**config.mk**
```make
export PLATFORM = sky130hd
export DESIGN_NAME = fadd_wb
export DESIGN_NICKNAME = d
export VERILOG_FILES = /design/src/rtl/fadd_wb.sv
export SDC_FILE = /design/constraint.sdc
export NUM_CORES = 1
export LEC_CHECK = 0
export ABC_AREA = 1
export CAP_MARGIN = 5
export CORE_MARGIN = 4
export CORE_UTILIZATION = 40
export DETAILED_ROUTE_END_ITERATION = 12
export GPL_ROUTABILITY_DRIVEN = 0
export PLACE_DENSITY = 0.6
export REMOVE_ABC_BUFFERS = 1
export SLEW_MARGIN = 20
export SYNTH_ARGS = -nofsm -noshare
export SYNTH_HDL_FRONTEND = slang
export SYNTH_SLANG_ARGS = --single-unit
```
**constraint.sdc**
```tcl
create_clock -name clk -period 6.6 [get_ports clk]
set_input_delay 1.32 -clock clk [delete_from_list [all_inputs] [get_ports clk]]
set_output_delay 1.32 -clock clk [all_outputs]
set_load 0.005 [all_outputs]
```
**src/rtl/fadd_wb.sv**
```systemverilog
// fadd_wb: tracks destination tags of issued fadd ops through a LAT-stage shadow pipeline,
// pairs each tag with the fpu result on its ready pulse, and buffers {tag, data} in an in-order
// writeback FIFO. A credit pool of DEPTH covers ops in flight plus buffered results.
// Optional feature: define FADD_WB_BYPASS_EN to forward a result straight to the writeback port
// when the FIFO is empty.
module fadd_wb #(
    parameter int unsigned LAT   = 3,
    parameter int unsigned DEPTH = 4,
    parameter int unsigned TAG_W = 6
) (
    input  logic             clk,
    input  logic             rst,
    input  logic             issue_valid,
    input  logic [TAG_W-1:0] issue_tag,
    output logic             issue_ok,
    input  logic             fpu_ready,
    input  logic [31:0]      fpu_c,
    output logic             wb_valid,
    output logic [TAG_W-1:0] wb_tag,
    output logic [31:0]      wb_data,
    input  logic             wb_ack,
    output logic             busy,
    output logic             err
);

    localparam int unsigned   CW      = $clog2(DEPTH) + 1;
    localparam int unsigned   PW      = (DEPTH > 1) ? $clog2(DEPTH) : 1;
    localparam logic [PW-1:0] LastPtr = PW'(DEPTH - 1);
    localparam logic [CW-1:0] DepthC  = CW'(DEPTH);

    logic [LAT-1:0]   pipe_valid_q;
    // Marks pipeline slots that held an op when reset hit, so its late ready pulse is ignored.
    logic [LAT-1:0]   ghost_q;
    logic [TAG_W-1:0] pipe_tag_q [LAT];
    logic [TAG_W-1:0] mem_tag_q  [DEPTH];
    logic [31:0]      mem_data_q [DEPTH];
    logic [PW-1:0]    wr_ptr_q, rd_ptr_q;
    logic [CW-1:0]    count_q, count_d;
    logic [CW-1:0]    inflight_q, inflight_d;
    logic             err_q, err_d;

    logic        tail_valid, tail_ghost, accept, capture;
    logic        fifo_pop, fifo_push, push_drop, bypass_take;
    logic [CW:0] used;

    function automatic logic [PW-1:0] ptr_inc(input logic [PW-1:0] p);
        return (p == LastPtr) ? '0 : p + PW'(1);
    endfunction

    // Credit check uses registered counters only.
    assign used     = {1'b0, inflight_q} + {1'b0, count_q};
    assign issue_ok = (used < {1'b0, DepthC});
    assign busy     = (inflight_q != '0) | (count_q != '0);
    assign err      = err_q;

    // Next-state for counters and error flag, plus push/pop decisions.
    always_comb begin
        accept     = issue_valid & issue_ok;
        tail_valid = pipe_valid_q[LAT-1];
        tail_ghost = ghost_q[LAT-1];
        capture    = tail_valid & fpu_ready;
        fifo_pop   = (count_q != '0) & wb_ack;
`ifdef FADD_WB_BYPASS_EN
        bypass_take = capture & (count_q == '0) & wb_ack;
`else
        bypass_take = 1'b0;
`endif
        push_drop = capture & ~bypass_take & (count_q == DepthC) & ~fifo_pop;
        fifo_push = capture & ~bypass_take & ~push_drop;

        inflight_d = inflight_q;
        if (accept) begin
            inflight_d = inflight_d + CW'(1);
        end
        // The tail leaves the pipeline every cycle, captured or not, so its credit moves on.
        if (tail_valid) begin
            inflight_d = inflight_d - CW'(1);
        end

        count_d = count_q;
        if (fifo_push && !fifo_pop) begin
            count_d = count_q + CW'(1);
        end else if (!fifo_push && fifo_pop) begin
            count_d = count_q - CW'(1);
        end

        err_d = err_q
              | (issue_valid & ~issue_ok)
              | (fpu_ready & ~tail_valid & ~tail_ghost)
              | (tail_valid & ~fpu_ready)
              | push_drop;
    end

    // Writeback port: FIFO head, or the live result when bypassing an empty FIFO.
    always_comb begin
        wb_valid = (count_q != '0);
        wb_tag   = wb_valid ? mem_tag_q[rd_ptr_q] : '0;
        wb_data  = wb_valid ? mem_data_q[rd_ptr_q] : '0;
`ifdef FADD_WB_BYPASS_EN
        if ((count_q == '0) && capture) begin
            wb_valid = 1'b1;
            wb_tag   = pipe_tag_q[LAT-1];
            wb_data  = fpu_c;
        end
`endif
    end

    // Control state: valid pipeline, counters, pointers and sticky error.
    always_ff @(posedge clk) begin
        if (rst) begin
            pipe_valid_q <= '0;
            ghost_q[0]   <= 1'b0;
            for (int i = 1; i < LAT; i++) begin
                ghost_q[i] <= ghost_q[i-1] | pipe_valid_q[i-1];
            end
            inflight_q <= '0;
            count_q    <= '0;
            wr_ptr_q   <= '0;
            rd_ptr_q   <= '0;
            err_q      <= 1'b0;
        end else begin
            pipe_valid_q[0] <= accept;
            ghost_q[0]      <= 1'b0;
            for (int i = 1; i < LAT; i++) begin
                pipe_valid_q[i] <= pipe_valid_q[i-1];
                ghost_q[i]      <= ghost_q[i-1];
            end
            inflight_q <= inflight_d;
            count_q    <= count_d;
            err_q      <= err_d;
            if (fifo_push) begin
                wr_ptr_q <= ptr_inc(wr_ptr_q);
            end
            if (fifo_pop) begin
                rd_ptr_q <= ptr_inc(rd_ptr_q);
            end
        end
    end

    // Datapath storage: tag shift pipeline and FIFO entries need no reset.
    always_ff @(posedge clk) begin
        pipe_tag_q[0] <= issue_tag;
        for (int i = 1; i < LAT; i++) begin
            pipe_tag_q[i] <= pipe_tag_q[i-1];
        end
        if (!rst && fifo_push) begin
            mem_tag_q[wr_ptr_q]  <= pipe_tag_q[LAT-1];
            mem_data_q[wr_ptr_q] <= fpu_c;
        end
    end

endmodule

```
==> key figures <==
Hold path
  • Hold crit path type: reg -> reg

Timing
  • Setup ws final: 2150 ps
  • Slew of the pin with the lowest slew margin: 952 ps
  • RSZ-0062 raised after global routing: false
  • Final slew viol count: 0
  • Setup violators final: 0
  • Final period utilization: 0.674
  • Max Freq: 225 MHz
  • Final Hold Viols: 0
  • Post-route minimum period: 4450 ps
  • Final setup skew: 9.49 ps
  • Slew HR: 0.365
  • Total Neg Setup Slack: 0 ps

Routing
  • Initial DRC count: 214
  • Pre-Repair DR Iteration Count: 5
  • Routed WL: 15,000 um
  • Post-DR vias/cell: 4.95
  • WL/cell: 16.5 um
  • Remaining routing DRC violations: 0
  • Post-DRT Antenna Nets: 0
  • Vias: 4,522

Die
  • FP Rows: 48
  • Core area: 0.0175 mm2
  • Boundary pin count: 85
  • Die Area: 0.0203 mm2
  • Die Width: 143 um
  • Die Y-Extent: 143 um
  • Initial Util: 0.413

Job
  • MaxCap Viol Count: 0

Clocking
  • Resized cells post-CTS: 0
  • Postcts setup bufs: 0
  • # hold bufs at CTS: 0
  • TritonCTS clock tree: yes
  • Num CTS Buffers: 17
  • Clk sinks: 188
  • Worst-path clk slew: 70 ps
  • Root buf cell: clkbuf_16
  • Worst-Skew Late Latency: 430 ps
  • H-Tree Depth: 4
  • Maximum root-to-sink buffer count: 2

Yosys
  • Sequential cell area fraction in the yosys report: 0.730
  • Post-Syn Instances: 596
  • Cell Area, Synth: 0.00724 mm2
  • Synth unique cells: 30
  • Yosys warns: 0
  • Syn_area_per_cell: 12.1 um2
  • Synth Register Bits: 188

Global routing
  • Grt ovf: 0
  • Initial antenna violation count: 0
  • Largest net degree at the start of global routing: 77
  • Vias in the first global route: 4,539
  • GRT Total Usage: 0.153
  • First-pass GRT wire length: 23,700 um

Worst setup path
  • Arr. time, crit path: 3130 ps
  • WP data required: 5280 ps
  • Crit path launch type: flip-flop
  • Crit Path Max Fanout: 39
  • Critical path class: reg -> out
  • Crit path capture type: primary output

Final layout
  • Flip-flop and latch area: 0.00529 mm2
  • Layout net count: 729
  • Multi-input gate area: 0.00166 mm2
  • Final non-filler cell total: 913
  • Layout area overhead: 21.2%
  • Design area: 0.00877 mm2
  • Most frequent cells in the layout: nor2_1, edfxtp_1, clkdlybuf4s50_1
  • Layout filler cell count: 1,564
  • Commonest non-fill, non-tap cell in the layout: nor2_1
  • Layout cells sized above 1: 0.0684

Pwr
  • Total chip power: 0.00340 W
  • Leak Pwr: 3.05 nW
  • IR drop worst, VDD: 0.207 mV
  • Pwr/cell area: 387 mW/mm2

Placed design
  • Placed insts: 880
  • IO Port Bufs: 84
  • DPL Wire Length: 8700 um
  • Pre-CTS worst setup slack: 2550 ps
  • Placement Cell Area: 0.00822 mm2

Outcome
  • Status: finished clean
[cells in the mapped netlist]
master	instances	share of area
nor2_1	175	0.091
edfxtp_1	152	0.63
o21ai_0	44	0.030
a21oi_1	43	0.030
o21ai_1	40	0.028
dfxtp_1	36	0.10
inv_1	23	0.012
nand2_1	17	0.0088
ha_1	11	0.019
nand3_1	9	0.0062
buf_2	8	0.0055
buf_6	6	0.0093
clkbuf_1	6	0.0031
buf_4	5	0.0052
inv_2	3	0.0016
clkbuf_2	2	0.0014
nor2_2	2	0.0017
xor2_1	2	0.0024
a31oi_1	1	0.00086
and2_1	1	0.00086
buf_1	1	0.00052
buf_12	1	0.0028
buf_8	1	0.0021
clkinv_1	1	0.00052
fa_1	1	0.0028
inv_4	1	0.00086
nand2_2	1	0.00086
nand4_1	1	0.00086
o211a_1	1	0.0014
o21bai_1	1	0.0010
[worst max-delay path, cell delays in order (launching register included)]
cell	delay, ps
dfxtp_2	920
inv_2	590
nor2_1	210
o21ai_1	90
a21oi_1	290
clkdlybuf4s50_1	580
[per-stage QoR]
stage | hold slack (ps) | util
floorplan | 310 | -
global placement | 310 | 0.469
detailed placement | 312 | 0.469
CTS | 327 | 0.500
global route | 333 | 0.500
finish | 326 | 0.500
[report_power, final]
group          leakage [nW]  switching, W  internal, W
registers              1.67     0.0000964      0.00132
logic                  1.10      0.000541     0.000494
clock network         0.282      0.000413     0.000534
total                  3.05       0.00105      0.00235
[sequential cells by signal, indices dropped and copies added, names as in the netlist, named ones only]
signal,cells
count_q,3
err,1
ghost_q,2
inflight_q,3
mem_data_q,128
mem_tag_q,24
pipe_tag_q,18
pipe_valid_q,3
rd_ptr_q,2
wr_ptr_q,2
[final timing paths]
| path | start | end | slack (ps) | depth (start not counted) |
|---|---|---|---|---|
| max | flip-flop | wb_tag[1] | 2150 | 5 |
| min | pipe_tag_q[0][3] | pipe_tag_q[0][9] | 330 | 0 |
| max reg2reg | count_q[0] | count_q[2] | 3950 | 13 |
| min reg2reg | pipe_tag_q[0][3] | pipe_tag_q[0][9] | 330 | 0 |
[cell type report]
type / count / area share
Inverter: 28 / 0.0123
Sequential cell: 188 / 0.603
Clock buffer: 22 / 0.0566
Clock inverter: 10 / 0.00670
Multi-Input combinational cell: 350 / 0.189
Tap cell: 225 / 0.0321
Timing Repair Buffer: 89 / 0.100
Antenna cell: 1 / 0.000285
[logic make-up (layout without fill, tap and decap cells)]
| logic type | Yosys count | in the layout | share of synthesized area |
|---|---|---|---|
| simple gates | 206 | 206 | 0.110 |
| flops | 188 | 188 | 0.730 |
| compound gates | 130 | 130 | 0.0911 |
| buf+inv | 58 | 149 | 0.0448 |
| fa+ha+maj | 12 | 12 | 0.0218 |
| xor+xnor | 2 | 2 | 0.00242 |
| other cells | 0 | 1 | 0 |
[per-layer routing]
metal  vias up  routed length (um)  GRT usage
li1       2215                   -          -
met4         0                 215     0.0585
met3        17                 860     0.0323
met1      2155                6690      0.200
met2       135                7260      0.251
met5         -                   0          0
Note: power is estimated with default switching activity, not from simulation.
